## src/rtl/dram_port_arbiter_if.sv

```systemverilog
// dram_port_arbiter_if: client request/response bundle plus the DDR3 controller user-interface
// signals that the arbiter multiplexes.
interface dram_port_arbiter_if #(
    parameter int NUM_PORTS = 4,
    parameter int ADDR_W    = 27,
    parameter int DATA_W    = 64
);
    logic [NUM_PORTS-1:0]        req_i;
    logic [NUM_PORTS-1:0]        we_i;
    logic [NUM_PORTS*ADDR_W-1:0] addr_i;
    logic [NUM_PORTS*DATA_W-1:0] wdata_i;
    logic [NUM_PORTS-1:0]        gnt_o;
    logic [NUM_PORTS-1:0]        done_o;
    logic [DATA_W-1:0]           rdata_o;
    logic                        err_o;
    logic                        mc_read_o;
    logic                        mc_write_o;
    logic [ADDR_W-1:0]           mc_address_o;
    logic [DATA_W-1:0]           mc_write_data_o;
    logic [DATA_W-1:0]           mc_read_data_i;
    logic                        mc_busy_i;
    modport slave (
        input  req_i, we_i, addr_i, wdata_i, mc_read_data_i, mc_busy_i,
        output gnt_o, done_o, rdata_o, err_o, mc_read_o, mc_write_o, mc_address_o, mc_write_data_o
    );
    modport master (
        output req_i, we_i, addr_i, wdata_i, mc_read_data_i, mc_busy_i,
        input  gnt_o, done_o, rdata_o, err_o, mc_read_o, mc_write_o, mc_address_o, mc_write_data_o
    );
endinterface

```

## src/rtl/dram_port_arbiter.sv

```systemverilog
// dram_port_arbiter: shares one single-transaction DDR3 controller port among NUM_PORTS clients.
// Round-robin by default; define DRAM_ARB_FIXED_PRIORITY_EN for lowest-index-wins priority.
module dram_port_arbiter #(
    parameter int NUM_PORTS = 4,
    parameter int ADDR_W    = 27,
    parameter int DATA_W    = 64,
    parameter int TIMEOUT   = 1024
) (
    input  logic               clk_i,
    input  logic               rst_i,
    dram_port_arbiter_if.slave bus
);
    localparam int PW = $clog2(NUM_PORTS);
    localparam int CW = $clog2(TIMEOUT) + 1;
    typedef enum logic [2:0] {IDLE, ISSUE, WAIT_BUSY, WAIT_DONE, CAPTURE} state_t;
    state_t            r_state, w_next;
    logic [PW-1:0]     r_port, w_win;
    logic              r_we, r_err, w_grant, w_tmo, w_strobe;
    logic [ADDR_W-1:0] r_addr;
    logic [DATA_W-1:0] r_wdata, r_rdata;
    logic [CW-1:0]     r_cnt;
`ifdef DRAM_ARB_FIXED_PRIORITY_EN
    always_comb begin
        w_win = '0;
        for (int i = NUM_PORTS - 1; i >= 0; i--)
            if (bus.req_i[i]) w_win = PW'(i);
    end
`else
    logic [PW-1:0] r_last;
    logic [PW:0]   w_j;
    // Scan farthest-first so the requester nearest after r_last is written last and wins
    always_comb begin
        w_win = '0;
        w_j   = '0;
        for (int i = NUM_PORTS; i >= 1; i--) begin
            w_j = {1'b0, r_last} + (PW+1)'(i);
            w_j = w_j >= (PW+1)'(NUM_PORTS) ? w_j - (PW+1)'(NUM_PORTS) : w_j;
            if (bus.req_i[w_j[PW-1:0]]) w_win = w_j[PW-1:0];
        end
    end
    always_ff @(posedge clk_i or posedge rst_i)
        if (rst_i) r_last <= PW'(NUM_PORTS - 1);
        else if (w_grant) r_last <= w_win;
`endif
    always_comb begin
        w_next   = r_state;
        w_grant  = 1'b0;
        w_tmo    = 1'b0;
        w_strobe = 1'b0;
        case (r_state)
            IDLE: begin
                w_grant = !bus.mc_busy_i && |bus.req_i;
                w_next  = w_grant ? ISSUE : IDLE;
            end
            ISSUE: begin
                w_strobe = 1'b1;
                w_next   = WAIT_BUSY;
            end
            WAIT_BUSY: begin
                w_tmo    = !bus.mc_busy_i && r_cnt == CW'(TIMEOUT - 1);
                w_strobe = !w_tmo;
                w_next   = bus.mc_busy_i ? WAIT_DONE : w_tmo ? IDLE : WAIT_BUSY;
            end
            WAIT_DONE: w_next = bus.mc_busy_i ? WAIT_DONE : CAPTURE;
            default:   w_next = IDLE;
        endcase
    end
    // Grant is combinational, so mask it while reset is held to keep every output quiet
    assign bus.gnt_o           = w_grant && !rst_i ? NUM_PORTS'(1) << w_win : '0;
    assign bus.done_o          = r_state == CAPTURE || w_tmo ? NUM_PORTS'(1) << r_port : '0;
    assign bus.rdata_o         = r_state == CAPTURE && !r_we ? bus.mc_read_data_i : r_rdata;
    assign bus.err_o           = r_err;
    assign bus.mc_write_o      = w_strobe && r_we;
    assign bus.mc_read_o       = w_strobe && !r_we;
    assign bus.mc_address_o    = r_addr;
    assign bus.mc_write_data_o = r_wdata;
    always_ff @(posedge clk_i or posedge rst_i) begin
        if (rst_i) begin
            r_state <= IDLE;
            r_port  <= '0;
            r_we    <= 1'b0;
            r_err   <= 1'b0;
            r_addr  <= '0;
            r_wdata <= '0;
            r_rdata <= '0;
            r_cnt   <= '0;
        end else begin
            r_state <= w_next;
            if (w_grant) begin
                r_port  <= w_win;
                r_we    <= bus.we_i[w_win];
                r_addr  <= bus.addr_i[w_win*ADDR_W +: ADDR_W];
                r_wdata <= bus.wdata_i[w_win*DATA_W +: DATA_W];
            end
            // Saturate rather than wrap so a stuck controller can never re-arm the timeout
            r_cnt <= r_state == ISSUE ? '0 :
                     r_state == WAIT_BUSY && r_cnt != '1 ? r_cnt + 1'b1 : r_cnt;
            r_err <= r_err || w_tmo;
            if (r_state == CAPTURE && !r_we) r_rdata <= bus.mc_read_data_i;
        end
    end
endmodule

```

## src/flat_wrapper.sv

```systemverilog
// flat-port wrapper written by rule: the top's interface ports become plain ports
module dram_port_arbiter_flat 
#(
    parameter int NUM_PORTS = 4,
    parameter int ADDR_W    = 27,
    parameter int DATA_W    = 64,
    parameter int TIMEOUT   = 1024
)
  (clk_i, rst_i, bus_req_i, bus_we_i, bus_addr_i, bus_wdata_i, bus_mc_read_data_i, bus_mc_busy_i, bus_gnt_o, bus_done_o, bus_rdata_o, bus_err_o, bus_mc_read_o, bus_mc_write_o, bus_mc_address_o, bus_mc_write_data_o);
  dram_port_arbiter_if #(.NUM_PORTS(NUM_PORTS), .ADDR_W(ADDR_W), .DATA_W(DATA_W)) bus_i ();
  input  logic clk_i;
  input  logic rst_i;
  input wire logic [$bits(bus_i.req_i)-1:0] bus_req_i;
  input wire logic [$bits(bus_i.we_i)-1:0] bus_we_i;
  input wire logic [$bits(bus_i.addr_i)-1:0] bus_addr_i;
  input wire logic [$bits(bus_i.wdata_i)-1:0] bus_wdata_i;
  input wire logic [$bits(bus_i.mc_read_data_i)-1:0] bus_mc_read_data_i;
  input wire logic [$bits(bus_i.mc_busy_i)-1:0] bus_mc_busy_i;
  output wire logic [$bits(bus_i.gnt_o)-1:0] bus_gnt_o;
  output wire logic [$bits(bus_i.done_o)-1:0] bus_done_o;
  output wire logic [$bits(bus_i.rdata_o)-1:0] bus_rdata_o;
  output wire logic [$bits(bus_i.err_o)-1:0] bus_err_o;
  output wire logic [$bits(bus_i.mc_read_o)-1:0] bus_mc_read_o;
  output wire logic [$bits(bus_i.mc_write_o)-1:0] bus_mc_write_o;
  output wire logic [$bits(bus_i.mc_address_o)-1:0] bus_mc_address_o;
  output wire logic [$bits(bus_i.mc_write_data_o)-1:0] bus_mc_write_data_o;
  assign bus_i.req_i = bus_req_i;
  assign bus_i.we_i = bus_we_i;
  assign bus_i.addr_i = bus_addr_i;
  assign bus_i.wdata_i = bus_wdata_i;
  assign bus_i.mc_read_data_i = bus_mc_read_data_i;
  assign bus_i.mc_busy_i = bus_mc_busy_i;
  assign bus_gnt_o = bus_i.gnt_o;
  assign bus_done_o = bus_i.done_o;
  assign bus_rdata_o = bus_i.rdata_o;
  assign bus_err_o = bus_i.err_o;
  assign bus_mc_read_o = bus_i.mc_read_o;
  assign bus_mc_write_o = bus_i.mc_write_o;
  assign bus_mc_address_o = bus_i.mc_address_o;
  assign bus_mc_write_data_o = bus_i.mc_write_data_o;
  dram_port_arbiter #(.NUM_PORTS(NUM_PORTS), .ADDR_W(ADDR_W), .DATA_W(DATA_W), .TIMEOUT(TIMEOUT)) u_core (.clk_i(clk_i), .rst_i(rst_i), .bus(bus_i));
endmodule
```

## config.mk

```make
export PLATFORM = sky130hd
export DESIGN_NAME = dram_port_arbiter_flat
export DESIGN_NICKNAME = d
export VERILOG_FILES = /design/src/rtl/dram_port_arbiter_if.sv /design/src/rtl/dram_port_arbiter.sv /design/src/flat_wrapper.sv
export SDC_FILE = /design/constraint.sdc
export NUM_CORES = 1
export LEC_CHECK = 0
export BUFFER_PORTS_ARGS = -buffer_cell sky130_fd_sc_hd__buf_2
export CAP_MARGIN = 20
export CORE_AREA = 2 2 235 237
export CTS_CLUSTER_DIAMETER = 100
export DETAILED_ROUTE_END_ITERATION = 8
export DIE_AREA = 0 0 237 239
export GPL_ROUTABILITY_DRIVEN = 0
export GPL_TIMING_DRIVEN = 0
export PLACE_DENSITY = 0.39
export SLEW_MARGIN = 20
export SYNTH_ARGS = -nofsm -noshare
export SYNTH_HDL_FRONTEND = slang
export SYNTH_SLANG_ARGS = --single-unit
```

## constraint.sdc

```tcl
create_clock -name clk_i -period 4.7 [get_ports clk_i]
set_input_delay 0.235 -clock clk_i [delete_from_list [all_inputs] [get_ports clk_i]]
set_output_delay 0.235 -clock clk_i [all_outputs]
set_load 0.05 [all_outputs]
```

# Word-level counts from Yosys, hierarchy flattened
# Cells that the tools add are included.
totals:
  reg_bits: 175
  word_cells: 85
classes:
  add_sub_neg: 9
  n_mul: 1
  magnitude_cmp: 9
  eq_ne: 6
  shift: 4
  n_mux: 31
  n_reduce_logical: 16
op_table:
  columns: ["operator", "count"]
  rows:
  - ["indexed part select 256 x 9 -> 64 bit", 1]
  - ["indexed part select 108 x 8 -> 27 bit", 1]
  - ["2-to-1 mux 64 bit", 1]
  - ["2-to-1 mux 11 bit", 2]
  - ["2-to-1 mux 2 bit", 9]
  - ["less-than comparator 2 x 3 -> 1 bit, second input constant", 5]
  - [">= comparator 3 bit, second input constant", 4]
  - ["one-hot mux 3 bit (4 select lines)", 1]
  - ["adder 11 x 1 -> 11 bit, second input constant", 1]
  - ["== test 11 x 10 -> 1 bit, second input constant", 1]
  - ["!= test 11 bit, second input constant", 1]
  - ["binary-select mux 1 bit (select 2 bit)", 5]
  - ["2-to-1 mux 1 bit", 8]
  - ["2-to-1 mux 4 bit", 2]
  - ["left shift 1 x 2 -> 4 bit, first input constant", 2]
  - ["subtractor 2 x 1 -> 2 bit, second input constant", 4]
  - ["logical AND 1 bit", 7]
  - ["multiplier 2 x 5 -> 7 bit, second input constant", 1]
  - ["adder 2 x 2 -> 3 bit, second input constant", 2]
  - ["== test 3 x 2 -> 1 bit, second input constant", 2]
  - ["2-to-1 mux 3 bit", 2]
  - ["logical NOT 1 bit", 4]
  - ["OR reduction 4 bit", 1]
  - ["adder 2 x 1 -> 3 bit, second input constant", 1]
  - ["other kinds (7)", 8]

# Depth between registers and ports, before layout
logic_depth:
  word_depth: 11
  mapped_depth: 10
  depth_no_buf: 6

# Least setup slack after synthesis
# OpenSTA, ideal clock, no wires.
synth_path:
  path_type: "reg2out"
  start: "reg u_core.r_state[2]"
  end: "out bus_gnt_o[2]"
  arrival_time_ns: 2.972
  required_ns: 4.465
  setup_slack_ns: 1.493
  stages_incl_launch_ff: 10
  path_cell_list: "dfrtp_1 > buf_6 > or2_1 > or4_1 > buf_2 > or2_1 > buf_2 > buf_6 > buf_6 > nor3_1"
synth_between:
  elab_chain_cells: 4
synth_lines:
  columns: ["element", "line", "rtl"]
  rows:
  - ["from (decl)", "dram_port_arbiter.sv:16", "state_t r_state, w_next;"]
  - ["from (signal assigned)", "dram_port_arbiter.sv:88", "r_state <= w_next;"]
  - ["logical NOT 3 bit", "dram_port_arbiter.sv:50", "case (r_state)"]
  - ["2-to-1 mux 1 bit", "dram_port_arbiter.sv:50", null]
  - ["logical AND 1 bit", "dram_port_arbiter.sv:69", "assign bus.gnt_o = w_grant && !rst_i ? NUM_PORTS'(1) << w_win : '0;"]
  - ["2-to-1 mux 4 bit", "dram_port_arbiter.sv:69", null]
  - ["to (decl)", "flat_wrapper.sv:19", "output wire logic [$bits(bus_i.gnt_o)-1:0] bus_gnt_o;"]
# Every way passes these cells.

# Worst setup path after layout
layout_path:
  start: "reg u_core.r_last[0]"
  end: "out bus_gnt_o[1]"
layout_between:
  elab_chain_cells: 11
  elab_cells_between_ends: 30
layout_lines:
  columns: ["element", "line", "rtl"]
  rows:
  - ["from (decl)", "dram_port_arbiter.sv:29", "logic [PW-1:0] r_last;"]
  - ["from (signal assigned)", "dram_port_arbiter.sv:42", "if (rst_i) r_last <= PW'(NUM_PORTS - 1);"]
  - ["from (signal assigned)", "dram_port_arbiter.sv:43", "else if (w_grant) r_last <= w_win;"]
  - ["adder 2 x 3 -> 3 bit", "dram_port_arbiter.sv:36", "w_j = {1'b0, r_last} + (PW+1)'(i);"]
  - [">= comparator 3 bit or subtractor 2 x 1 -> 2 bit (tied branches)", "dram_port_arbiter.sv:37", "w_j = w_j >= (PW+1)'(NUM_PORTS) ? w_j - (PW+1)'(NUM_PORTS) : w_j;"]
  - ["2-to-1 mux 2 bit", "dram_port_arbiter.sv:37", null]
  - ["binary-select mux 1 bit (select 2 bit)", "dram_port_arbiter.sv:38", "if (bus.req_i[w_j[PW-1:0]]) w_win = w_j[PW-1:0];"]
  - ["2-to-1 mux 1 bit (implied by the code)", "dram_port_arbiter.sv:38", null]
  - ["2-to-1 mux 2 bit (3 in a row)", "dram_port_arbiter.sv:38", null]
  - ["2-to-1 mux 2 bit *", "dram_port_arbiter.sv:38", null]
  - ["left shift 1 x 2 -> 4 bit *", "dram_port_arbiter.sv:69", null]
  - ["2-to-1 mux 4 bit *", "dram_port_arbiter.sv:69", null]
# Mark *: on every way between the ends. The rest lies on a longest branch, timed or not. The select of a mux whose other input is x is not followed.

==> results.md <==
Worst setup path:
- The worst endpoint data arrival time is 3.31 ns.
- The type of element capturing the critical path is a primary output.
- The largest fanout on the critical path is 10.
- The critical path class is flop to primary output.
- The kind of launch point of the worst setup path is a flop.
- The required time of the critical path is 4.47 ns.

Yosys:
- The share of synthesized area occupied by flip-flops and latches is 44.9%.
- The warning count from the yosys run is 0.
- Synthesis inferred 175 register bits.
- The mapped netlist covers 0.00976 sq mm.
- The net count of the mapped netlist is 1532.
- Of all flip-flops after synthesis, the portion carrying an async set or reset was 100%.
- Dividing the synthesized area by the synthesized cell count gives 8.93 sq um.
- Yosys attributes the largest share of cell area to dfrtp_1 (44%), a211oi_1 (14%), mux2_2 (7.4%), a31oi_1 (5.9%), nor2_1 (4.3%).
- The cell accounting for the most synthesized area is dfrtp_1.
- Counting every instance in the synthesized netlist gives 1092.
- Among all flip-flop cells after synthesis, the most frequent one is dfrtp_1.
- The synthesized design contains 0 enable-type register cells.
- The post-synthesis cell type count is 43.
- The fraction of synthesized cell area taken by the top area cell type is 44.4%.

Detailed routing:
- The final routed DRC violation total is 0.
- In this run, the number of DRC markers left after iteration 0 of detailed routing was 557.
- The remaining antenna violation count is 0.
- The total number of vias is 11615.
- Using the TritonRoute via totals, the vias-per-cell ratio works out to 4.48.
- The detailed-routing iteration count for the pre-antenna-repair pass is 5.
- The final wirelength is 53.3 mm.
- Dividing the detail-routed wire length by the instance count gives 20.6 um.

Finish:
- The post-route netlist has 40.4% of its cells at a drive strength greater than 1.
- The total area of multi-input combinational cells is 0.00458 sq mm.
- The area growth from synthesis to layout is 63.6%.
- The final layout contains 2312 nets.
- The area taken by flip-flops and latches is 0.00438 sq mm.
- The cell area after layout is 0.0160 sq mm.
- After filler insertion, the fill cell instance count of the layout stands at 5901.

Power and ir drop:
- The total leakage power is 7.68 nW.
- Of the total power, the clock network draws 15.8%.
- For this design the total switching power over the nets is 5.57 mW.
- The proportion of power drawn by flip-flops and latches is 24.6%.
- The worst-case IR drop observed on VDD is 0.000259 V.
- Net switching is 54.6% of the power.
- The internal portion of the total power is 4.64 mW.
- For this design the ratio of total power to cell area is 639 mW/mm^2.
- In this run, the combinational gates consume 59.7% of the power.

STA:
- After layout, the worst path uses 75.5% of the clock period.
- The final critical delay including setup and external delays is 3.55 ns.
- Setup repair after global routing left no endpoint under its margin.
- The fmax is 282 MHz.
- The maximum clock skew at final layout is 0.00986 ns.
- Setup violations remaining at the end of the flow were counted as 0.
- Across all hold checks on the routed design, the worst slack comes to 0.0350 ns.
- The final hold violation count came to 0.
- The final total negative setup slack is 0 ns.
- The worst pin sits at a relative slew slack of 26.0%.
- At the pin with the least slew margin, the transition time is 1.11 ns.
- The number of max-slew violations in the final report is 0.

Floorplan:
- The floorplan step defined a die boundary enclosing 0.0566 sq mm.
- The initial cell density of the core is 18.0%.
- The area of the core region is 0.0543 sq mm.
- In this run the count of I/O pins placed on the die edge is 605.
- Measured along the y axis, the die boundary spans 239 um.
- The die is 237 um wide.
- The site row count is 86.

GRT:
- The total routing usage reported by global routing is 18.2%.
- The total congestion overflow is 0.
- The number of antenna violations at the first check in global routing is 12.
- The first global-routing pass estimated 75.8 mm of wire.
- The pin count of the biggest net entering global routing is 31.
- The via count of the first global-routing pass is 11981.

CTS:
- The clock transition time at the flip-flop clock pins of the worst setup and hold paths is 0.07 ns.
- The TritonCTS clock tree is yes.
- No sink is reached through more buffers than the 2 on the longest clock path.
- The number of gates resized after CTS was 0.
- The clock latency on the worst-skew pair is 0.48 ns.
- The H-tree depth reported by CTS is 4.
- The number of CTS-inserted buffers is 17.
- The number of clock sinks seen by CTS is 175.
- The number of buffers added for setup after CTS is 0.
- The root cell of the clock tree is clkbuf_16.

Run status:
- The flow ran to the end, and the final reports show no timing, DRC or antenna violations.

Place:
- The number of buffer cells added on primary ports is 604.
- The placed standard-cell area is 0.0138 sq mm.
- The HPWL after detailed placement is 41.2 mm.

Run:
- The number of maximum-capacitance constraint violations is 0.

Worst hold path:
- The path class of the lowest-slack min-delay path is primary input to flop.
==> cell usage in the layout (no fill, tap or decap), types with 34 or more instances in the layout <==
cell             n
a211oi_1       183
a21oi_1         65
a21oi_2         34
a31oi_1         92
buf_2          610
clkbuf_1        86
dfrtp_1        173
dlygate4sd3_1  150
inv_1           94
mux2_2          64
nand2_1        102
nor2_1         112
==> cell usage after synthesis (2+ instances only) <==
cell type	number
nand3_1	4
a31oi_1	92
nand4_1	5
and3_1	4
buf_2	6
nor3b_1	4
inv_1	95
nand2_1	102
and4_1	3
dfstp_2	2
buf_1	4
xor2_1	6
nor4b_1	2
or2_1	2
nand2b_1	6
nor2_1	112
nor4_1	2
a21oi_2	34
a21o_1	2
clkbuf_1	87
a21oi_1	65
nor3_1	7
mux2_2	64
o21ai_0	3
dfrtp_1	173
a211oi_1	183
buf_6	7
==> layer usage <==
layer  GRT usage (%)  vias to the layer above  part of all wire, %
li1                -                     5484                    -
met1            21.0                     5536                   40
met2            31.1                      492                   49
met3            5.08                       89                  6.5
met4            8.92                       14                  3.7
met5               0                        -                 0.17
==> through the flow <==
step | utilization [%] | cells | total power [mW] | setup slack (ns)
2_1_floorplan | - | 1092 | 6.65 | 1.49
6_report | 29.4 | 2595 | 10.2 | 1.15
5_1_grt | 29.4 | 2594 | 10.8 | 0.851
3_5_place_dp | 25.4 | 2407 | 8.57 | 1.16
4_1_cts | 29.3 | 2589 | 10.3 | 0.980
3_3_place_gp | 25.1 | 2400 | 8.54 | 0.549
==> worst max-delay path: stages, from the launching register on <==
cell      delay, ns
dfstp_2        0.55
nand2b_1       0.11
a21o_1         0.21
and3_1         0.23
buf_2          0.29
buf_2          0.41
buf_1          0.65
nor3_1         0.09
buf_2          0.25
==> registers in the layout, indices dropped and copies added (netlist names) <==
register / flops
u_core.bus.mc_write_data_o: 64
u_core.r_rdata: 64
u_core.bus.mc_address_o: 27
u_core.r_cnt: 11
u_core.r_state: 3
u_core.r_last: 2
u_core.r_port: 2
u_core.bus.err_o: 1
u_core.r_we: 1
==> power by group through the flow <==
stage               sequential [mW]  combinational [mW]  clock [mW]
detailed placement             2.52                6.05           0
global route                   2.58                6.46        1.74
finish                         2.51                6.09        1.61
global placement               2.52                6.01           0
CTS                            2.51                6.15        1.69
floorplan                      3.81                2.84           0
==> layout make-up <==
cell class	count	share of cell area [%]
antenna	6	0.0941
buffer	104	2.84
clock buffer	18	2.69
clock inverter	14	1.29
inverter	95	2.26
multi-input combinational	718	28.7
sequential	175	27.5
tap	704	5.52
timing repair buffer	761	29.2
==> logic make-up (layout without fill, tap and decap cells) <==
logic type                 Yosys count  after routing  share of synthesized area (%)
DFF                                175            175                           44.9
xor gates and xnor gates             6              6                          0.539
and+or+nand+nor                    259            259                           11.3
buffers and inverters              199            992                           8.27
other                                0              6                              0
adders and majority gates            1              1                          0.128
muxes                               65             65                           7.49
AOI/OAI and AO/OA                  387            387                           27.4
==> path summary, 6_finish.rpt <==
path	start	end	slack [ns]	depth (start not counted)
setup / recovery	u_core.r_last[0]$_DFFE_PP1P_	bus_gnt_o[1]	1.15	8
hold / removal	bus_wdata_i[204]	u_core.bus.mc_write_data_o[12]$_DFFE_PP0P_	0.03	3
setup reg to reg	u_core.r_state[2]$_DFF_PP0_	u_core.bus.mc_write_data_o[10]$_DFFE_PP0P_	1.44	7
hold reg to reg	u_core.bus.err_o$_DFF_PP0_	u_core.bus.err_o$_DFF_PP0_	0.49	1
max in group asynchronous	rst_i	u_core.bus.mc_write_data_o[6]$_DFFE_PP0P_	3.25	6
min in group asynchronous	rst_i	u_core.r_rdata[1]$_DFF_PP0_	0.42	3
==> what timing repair did <==
| action | 4_1_cts | 5_1_grt |
|---|---|---|
| endpoints found under the setup margin | 0 | 0 |
| hold buffers | 150 | 0 |
| endpoints found under the hold margin | 170 | 0 |
Note: power is estimated with default switching activity, not from simulation.
